**src/rtl/inst_queue.sv**
```systemverilog
`default_nettype none
// ============================================================================
//  Module      : inst_queue
//  Description : In-order instruction queue between fetch and decode. Holds up
//                to DEPTH entries of {pc, instr, miss, illegal, invalid} and
//                presents the oldest one to decode. Flush empties it at once.
//  Revision    : 1.0 - initial release
// ============================================================================
module inst_queue #(
  parameter int DEPTH = 4
) (
  input  logic        clk,
  input  logic        reset,
  input  logic        flush,
  input  logic        push_valid,
  input  logic [31:0] push_pc,
  input  logic [31:0] push_instr,
  input  logic        push_miss,
  input  logic        push_illegal,
  input  logic        push_invalid,
  output logic        push_ready,
  input  logic        pop_ready,
  output logic        pop_valid,
  output logic [31:0] pop_pc,
  output logic [31:0] pop_instr,
  output logic        pop_miss,
  output logic        pop_illegal,
  output logic        pop_invalid,
  output logic [$clog2(DEPTH):0] count
);

  localparam int AW = $clog2(DEPTH);
  localparam int EW = 67;
  localparam logic [AW:0]   C_FULL    = DEPTH[AW:0];
  localparam logic [AW:0]   C_CNT_ONE = {{AW{1'b0}}, 1'b1};
  localparam logic [AW-1:0] C_PTR_ONE = {{(AW-1){1'b0}}, 1'b1};

  logic [EW-1:0] r_mem [DEPTH];
  logic [AW-1:0] r_wr_ptr;
  logic [AW-1:0] r_rd_ptr;
  logic [AW:0]   r_count;

  logic          w_push_fire;
  logic          w_pop_fire;
  logic [EW-1:0] w_head;

  // Ready/valid come only from the registered occupancy, so a pop in the
  // same cycle cannot open a slot for a push while full.
  assign push_ready  = (r_count != C_FULL);
  assign pop_valid   = (r_count != '0);
  assign w_push_fire = push_valid & push_ready;
  assign w_pop_fire  = pop_valid & pop_ready;
  assign count       = r_count;

  // Storage write; contents are deliberately left untouched by reset/flush.
  always_ff @(posedge clk) begin
    if (w_push_fire && !flush) begin
      r_mem[r_wr_ptr] <= {push_pc, push_instr, push_miss, push_illegal, push_invalid};
    end
  end

  // Pointer and occupancy update; flush overrides any push/pop this cycle.
  always_ff @(posedge clk or posedge reset) begin
    if (reset) begin
      r_wr_ptr <= '0;
      r_rd_ptr <= '0;
      r_count  <= '0;
    end else if (flush) begin
      r_wr_ptr <= '0;
      r_rd_ptr <= '0;
      r_count  <= '0;
    end else begin
      if (w_push_fire) begin
        r_wr_ptr <= r_wr_ptr + C_PTR_ONE;
      end
      if (w_pop_fire) begin
        r_rd_ptr <= r_rd_ptr + C_PTR_ONE;
      end
      case ({w_push_fire, w_pop_fire})
        2'b10:   r_count <= r_count + C_CNT_ONE;
        2'b01:   r_count <= r_count - C_CNT_ONE;
        default: r_count <= r_count;
      endcase
    end
  end

  // Head read, forced to an all-zero NOP when the queue is empty.
  always_comb begin
    w_head = '0;
    if (pop_valid) begin
      w_head = r_mem[r_rd_ptr];
    end
  end

  assign pop_pc      = w_head[66:35];
  assign pop_instr   = w_head[34:3];
  assign pop_miss    = w_head[2];
  assign pop_illegal = w_head[1];
  assign pop_invalid = w_head[0];

endmodule
`default_nettype wire

```
**config.mk**
```make
export PLATFORM = sky130hd
export DESIGN_NAME = inst_queue
export DESIGN_NICKNAME = d
export VERILOG_FILES = /design/src/rtl/inst_queue.sv
export SDC_FILE = /design/constraint.sdc
export NUM_CORES = 1
export LEC_CHECK = 0
export ABC_AREA = 1
export CORE_MARGIN = 2
export CORE_UTILIZATION = 25
export DETAILED_ROUTE_END_ITERATION = 7
export PLACE_DENSITY = 0.47
export SYNTH_ARGS = -nofsm -noshare
export SYNTH_HDL_FRONTEND = slang
export SYNTH_SLANG_ARGS = --single-unit
```
**constraint.sdc**
```tcl
create_clock -name clk -period 5.85 [get_ports clk]
set_input_delay 0.8775 -clock clk [delete_from_list [all_inputs] [get_ports clk]]
set_output_delay 0.8775 -clock clk [all_outputs]
set_load 0.01 [all_outputs]
```
### Word level (Yosys, flattened, before mapping)

Memories as Yosys holds them, arrays and structs flattened.
Cells that the tools add are included.

| word-level totals | value |
|---|---|
| flip-flop bits (word level) | 7 |
| RAM bits | 268 |
| input port bits | 72 |
| output and inout port bits | 72 |
| word-level logic and storage cells | 28 |
| memories | 1 |

| operators by class | value |
|---|---|
| add/subtract/negate cells | 4 |
| eq/ne operators | 3 |
| multiplexer cells | 9 |
| bitwise logic cells | 2 |
| reduce and logical (&&, ||, !) cells | 6 |

Memory list:

| memory | depth | width | rd ports | clocked after Yosys merged registers in | write ports | line | RTL |
|---|---|---|---|---|---|---|---|
| r_mem | 4 | 67 | 1 | 0 | 1 | 38 | `logic [EW-1:0] r_mem [DEPTH];` |

Operators with widths:

| cell | number |
|---|---|
| 67-bit 2-to-1 mux | 1 |
| 2-bit 2-to-1 mux | 4 |
| 3-bit one-hot mux with 2 select lines | 1 |
| 3-bit nonzero test | 2 |
| 2-bit by 1-bit adder with 2-bit output (second input constant) | 2 |
| 2-bit nonzero test | 2 |
| 3-bit by 1-bit adder with 3-bit output (second input constant) | 1 |
| 3-bit 2-to-1 mux | 1 |
| 3-bit inequality test (second input constant) | 1 |
| 3-bit by 1-bit subtractor with 3-bit output (second input constant) | 1 |
| 1-bit AND | 2 |
| 2-bit by 1-bit == test with 1-bit output (second input constant) | 1 |
| 2-bit == test (second input constant) | 1 |
| 1-bit 2-to-1 mux | 2 |
| 1-bit logical AND | 1 |
| 1-bit zero test | 1 |

### Depth between registers and ports, before layout

| logic depth | value |
|---|---|
| word-level depth | 5 |
| depth in mapped cells | 12 |
| depth with buffers taken out | 12 |

### Worst setup path before layout

No wires, ideal clock.

| path | value |
|---|---|
| kind | input port to flip-flop |
| start | input push_valid |
| end | memory r_mem[0][0], enable pin |
| library setup time | 0.492 ns |
| arrival | 3.905 ns |
| required time | 5.358 ns |
| path slack | 1.453 ns |
| stages on the path | 4 |
| buffers on the path | 0 |
| path through | nand2_2 > inv_2 > nand2_1 > nor2_1 |

| between the ends | value |
|---|---|
| cells in the longest elaborated chain, start to end | 4 |

RTL lines:

| item | line | RTL |
|---|---|---|
| start, declared | 15 | `input logic push_valid,` |
| 1-bit AND | 51 | `assign w_push_fire = push_valid & push_ready;` |
| 1-bit logical AND | 57 | `if (w_push_fire && !flush) begin` |
| 1-bit 2-to-1 mux | 57 |  |
| 1-bit 2-to-1 mux (not written as such) | 58 | `r_mem[r_wr_ptr] <= {push_pc, push_instr, push_miss, push_illegal, push_invalid};` |
| end, declared | 38 |  |

Every way passes these cells.

### Worst setup path after layout

| path | value |
|---|---|
| start | register r_rd_ptr[0] |
| end | output pop_pc[18] |

| between the ends | value |
|---|---|
| cells in the longest elaborated chain, start to end | 2 |

RTL lines:

| item | line | RTL |
|---|---|---|
| start, declared | 40 | `logic [AW-1:0] r_rd_ptr;` |
| start signal, assigned | 77 | `r_rd_ptr <= r_rd_ptr + C_PTR_ONE;` |
| memory 4 x 67 bit | - |  |
| 67-bit 2-to-1 mux | 90 | `if (pop_valid) begin` |
| end, declared | 24 | `output logic [31:0] pop_pc,` |

Every way passes these cells.

==> impl_metrics.csv <==
group,metric,value,unit
worst_setup_path,worstRegToRegCells,7,
worst_setup_path,path_delay_family,"buffers and inverters",
clocking,ctsResizeCount,0,
timing,rsz0062_at_grt,"no",
timing,hold_viol_final,0,
placed_design,io_buffers,143,
worst_setup_path,cp_slowest_cell,"inv_4",
grt,antenna_found_initial,1,
pwr,p_int,4.24,mW
pwr,clkPwrFrac,0.307,
routing,dr.first_iter.drc_count,278,
worst_setup_path,worst-endpoint-arrival,3.68,ns
grt,grt.total_usage,0.119,
timing,max_slew_margin,0.240,
routing,drc,0,
grt,grt_pass1_wl,40800,um
final_layout,area_growth,27.4,%
worst_setup_path,crit_path_cell_trace,"inv_4, buf_4, o21ai_0, a21oi_1, clkdlybuf4s50_1",
pwr,p_switching,1.95,mW
clocking,ctsHoldBuffers,0,
die,num_io_pins,144,
die,core,0.0430,sq mm
hold_path,min-delay-path-class,"input pin to asynchronous set/reset pin",
placed_design,post-dp-hpwl,15300,um
final_layout,multi_input_area,0.00230,sq mm
final_layout,fill_cells,4380,
timing,post-route-period-util,0.779,
synthesis,synth_cell_type_count,26,
final_layout,register_area,0.00823,sq mm
timing,slew_violations,0,
timing,fmax,0.219,GHz
final_layout,antenna_cells,0,
worst_setup_path,r2r-start,"count[0]",
synthesis,synth_top_area_frac,0.741,
synthesis,synth_fa_ha_area_frac,0.00645,
synthesis,synth.net_count,931,
clocking,h-tree-depth,1,
synthesis,synth_area,0.0109,sq mm
routing,totalWireLength,27100,um
synthesis,synthMuxAreaShare,0,
routing,firstDrtPassIters,5,
synthesis,synth_area_leaders,"edfxtp_1 (74%), nor2_1 (9.4%), o21ai_0 (4.1%)",
synthesis,yosys_register_bits,275,
job,cap_violations,0,
pwr,switching_share,0.315,
routing,wl_per_cell,16.9,um
synthesis,yosysTopAreaCell,"edfxtp_1",
pwr,sequentialPowerShare,0.385,
routing,vias,6726,
timing,min_period,4.56,ns
die,fp-row-count,76,
die,die_width,212,um
pwr,combPwrFrac,0.308,
synthesis,synth-compound-area-share,0.0957,
clocking,numCtsBuffers,31,
final_layout,nets,1070,
placed_design,place.gp.congestion,0.713,
timing,finClkSkew,0.0115,ns
synthesis,synth_warnings,0,
pwr,power-per-cell-area,447,mW/mm^2
worst_setup_path,worst-path-buf-inv,3,
synthesis,ys_seq_area_frac,0.757,
routing,vias_per_cell,4.20,
worst_setup_path,crit_path_start_kind,"flop",
outcome,status,"completed",
worst_setup_path,rrSetupSlack,3.30,ns
timing,setup_ws,1.29,ns
die,start_util,0.253,
grt,grt_pass1_vias,6827,
clocking,cts_tree,"done",
placed_design,pre_cts_ws,1.73,ns
final_layout,drive_above_1_share,0.0719,
worst_setup_path,slowest_delay,0.95,ns
pwr,max-vdd-ir-drop,0.227,mV
placed_design,dp_cells,1545,
worst_setup_path,r2r_end,"r_mem[3][35]",
pwr,p_leak,4.58,nW
clocking,post-cts-setup-buffers,0,
synthesis,synth_xor_area_frac,0.000806,
synthesis,synth_top_family_by_area,"simple AND/OR/NAND/NOR gates",
die,chipHeight,212,um
worst_setup_path,cp_num_cells,5,
clocking,clock_latency,0.56,ns
die,die-area,0.0451,sq mm
grt,grt_max_degree,113,
clocking,cts.path.max_buffers,3,
worst_setup_path,critPathRequiredTime,4.97,ns
synthesis,synthCells,854,
synthesis,yosys.area_share.simple,0.106,
timing,setup_viol,0,
routing,postRouteAntennaNets,0,
clocking,clock_sinks,275,
clocking,root_buffer,"clkbuf_16",
timing,tightest_slew,1.14,ns
timing,finalSetupTns,0,ns
grt,grt-ovfl-total,0,
clocking,path_clk_slew,0.06,ns
worst_setup_path,path_class,"flop to output port",
synthesis,synth_area_per_cell,12.7,sq um
worst_setup_path,cp_max_fo,112,
worst_setup_path,end_kind,"output port",
final_layout,fin_cells,1600,
-- logic make-up (layout without fill, tap and decap cells) --
logic type	after synthesis	in the layout
AND/OR/NAND/NOR	299	299
flip-flops	275	275
AO/OA/AOI/OAI	207	207
buffers and inverters	67	228
adder cells (fa/ha/maj)	5	5
XOR/XNOR	1	1
-- flip-flops by register name, summed over array words and instances, names as in the netlist --
register,count
r_mem,268
count,3
r_rd_ptr,2
r_wr_ptr,2
-- cell usage after synthesis --
cell type and count:
nor2_2 1, xnor2_1 1, nor2_1 272, clkinv_1 1
inv_2 3, buf_4 6, nand3b_1 1, o21ai_1 49
a21oi_1 69, buf_2 13, nand2_1 15, clkbuf_1 17
inv_4 1, fa_1 1, nor2_4 1, ha_1 4
inv_1 11, a21oi_2 1, dfrtp_1 7, o21ai_0 88
buf_1 1, clkbuf_2 4, buf_6 10, nand3_1 5
nand2_2 4, edfxtp_1 268
-- power by group through the flow --
stage	Combinational, mW	Clock, mW	Sequential, mW
floorplan	1.06	0	2.36
global placement	1.97	0	2.43
detailed placement	1.97	0	2.43
CTS	1.98	1.96	2.39
global route	2.11	2.04	2.40
finish	1.91	1.90	2.39
-- routing by layer --
metal	share of wire	GRT usage	vias to the layer above
met2	0.49	0.206	120
met4	0.021	0.0299	2
met1	0.45	0.151	3271
li1	-	-	3294
met3	0.042	0.0254	39
met5	0.00033	0	-
-- worst reg2reg max path, cell delays in order, from the launching register on --
cell	delay, ns
dfrtp_1	0.49
nor2_4	0.07
nand2_2	0.07
nand2_2	0.08
inv_2	0.08
nand2_1	0.22
nor2_4	0.71
buf_4	0.46
-- area by class of cell --
type / count / area share
multi-input cells: 512 / 0.166
clock buffers: 37 / 0.0576
well taps: 585 / 0.0529
flip-flops and latches: 275 / 0.594
clock inverters: 18 / 0.0134
repair buffers: 157 / 0.111
inverters: 16 / 0.00461
-- placed cells by master (no fill, tap or decap), drive strengths merged --
cell type	netlist	layout
nand3b	1	1
edfxtp	268	268
fa	1	1
nor2	274	274
nand3	5	5
bufinv	0	4
clkbuf	21	37
buf	30	14
xnor2	1	1
clkinv	1	15
ha	4	4
clkdlybuf4s50	0	143
a21oi	70	70
dfrtp	7	7
o21ai	137	137
inv	15	15
nand2	19	19
-- metrics by stage --
step | hold slack [ns] | total power [mW] | instance area, sq um | util
3_5_place_dp | 0.599 | 4.40 | 12900 | 0.299
3_3_place_gp | 0.598 | 4.40 | 12900 | 0.299
4_1_cts | 0.555 | 6.33 | 13800 | 0.322
2_1_floorplan | 0.579 | 3.42 | 10900 | -
6_report | 0.573 | 6.19 | 13800 | 0.322
5_1_grt | 0.583 | 6.55 | 13800 | 0.322
-- worst max path at each step --
| stage | startpoint | to |
|---|---|---|
| floorplan | push_valid | r_mem[0][0] |
| global placement | r_rd_ptr[1] | pop_instr[31] |
| detailed placement | r_rd_ptr[1] | pop_instr[12] |
| CTS | r_rd_ptr[1] | pop_instr[12] |
| global route | r_rd_ptr[1] | pop_miss |
| finish | r_rd_ptr[0] | pop_pc[18] |
Power figures use the tool's default switching activity.
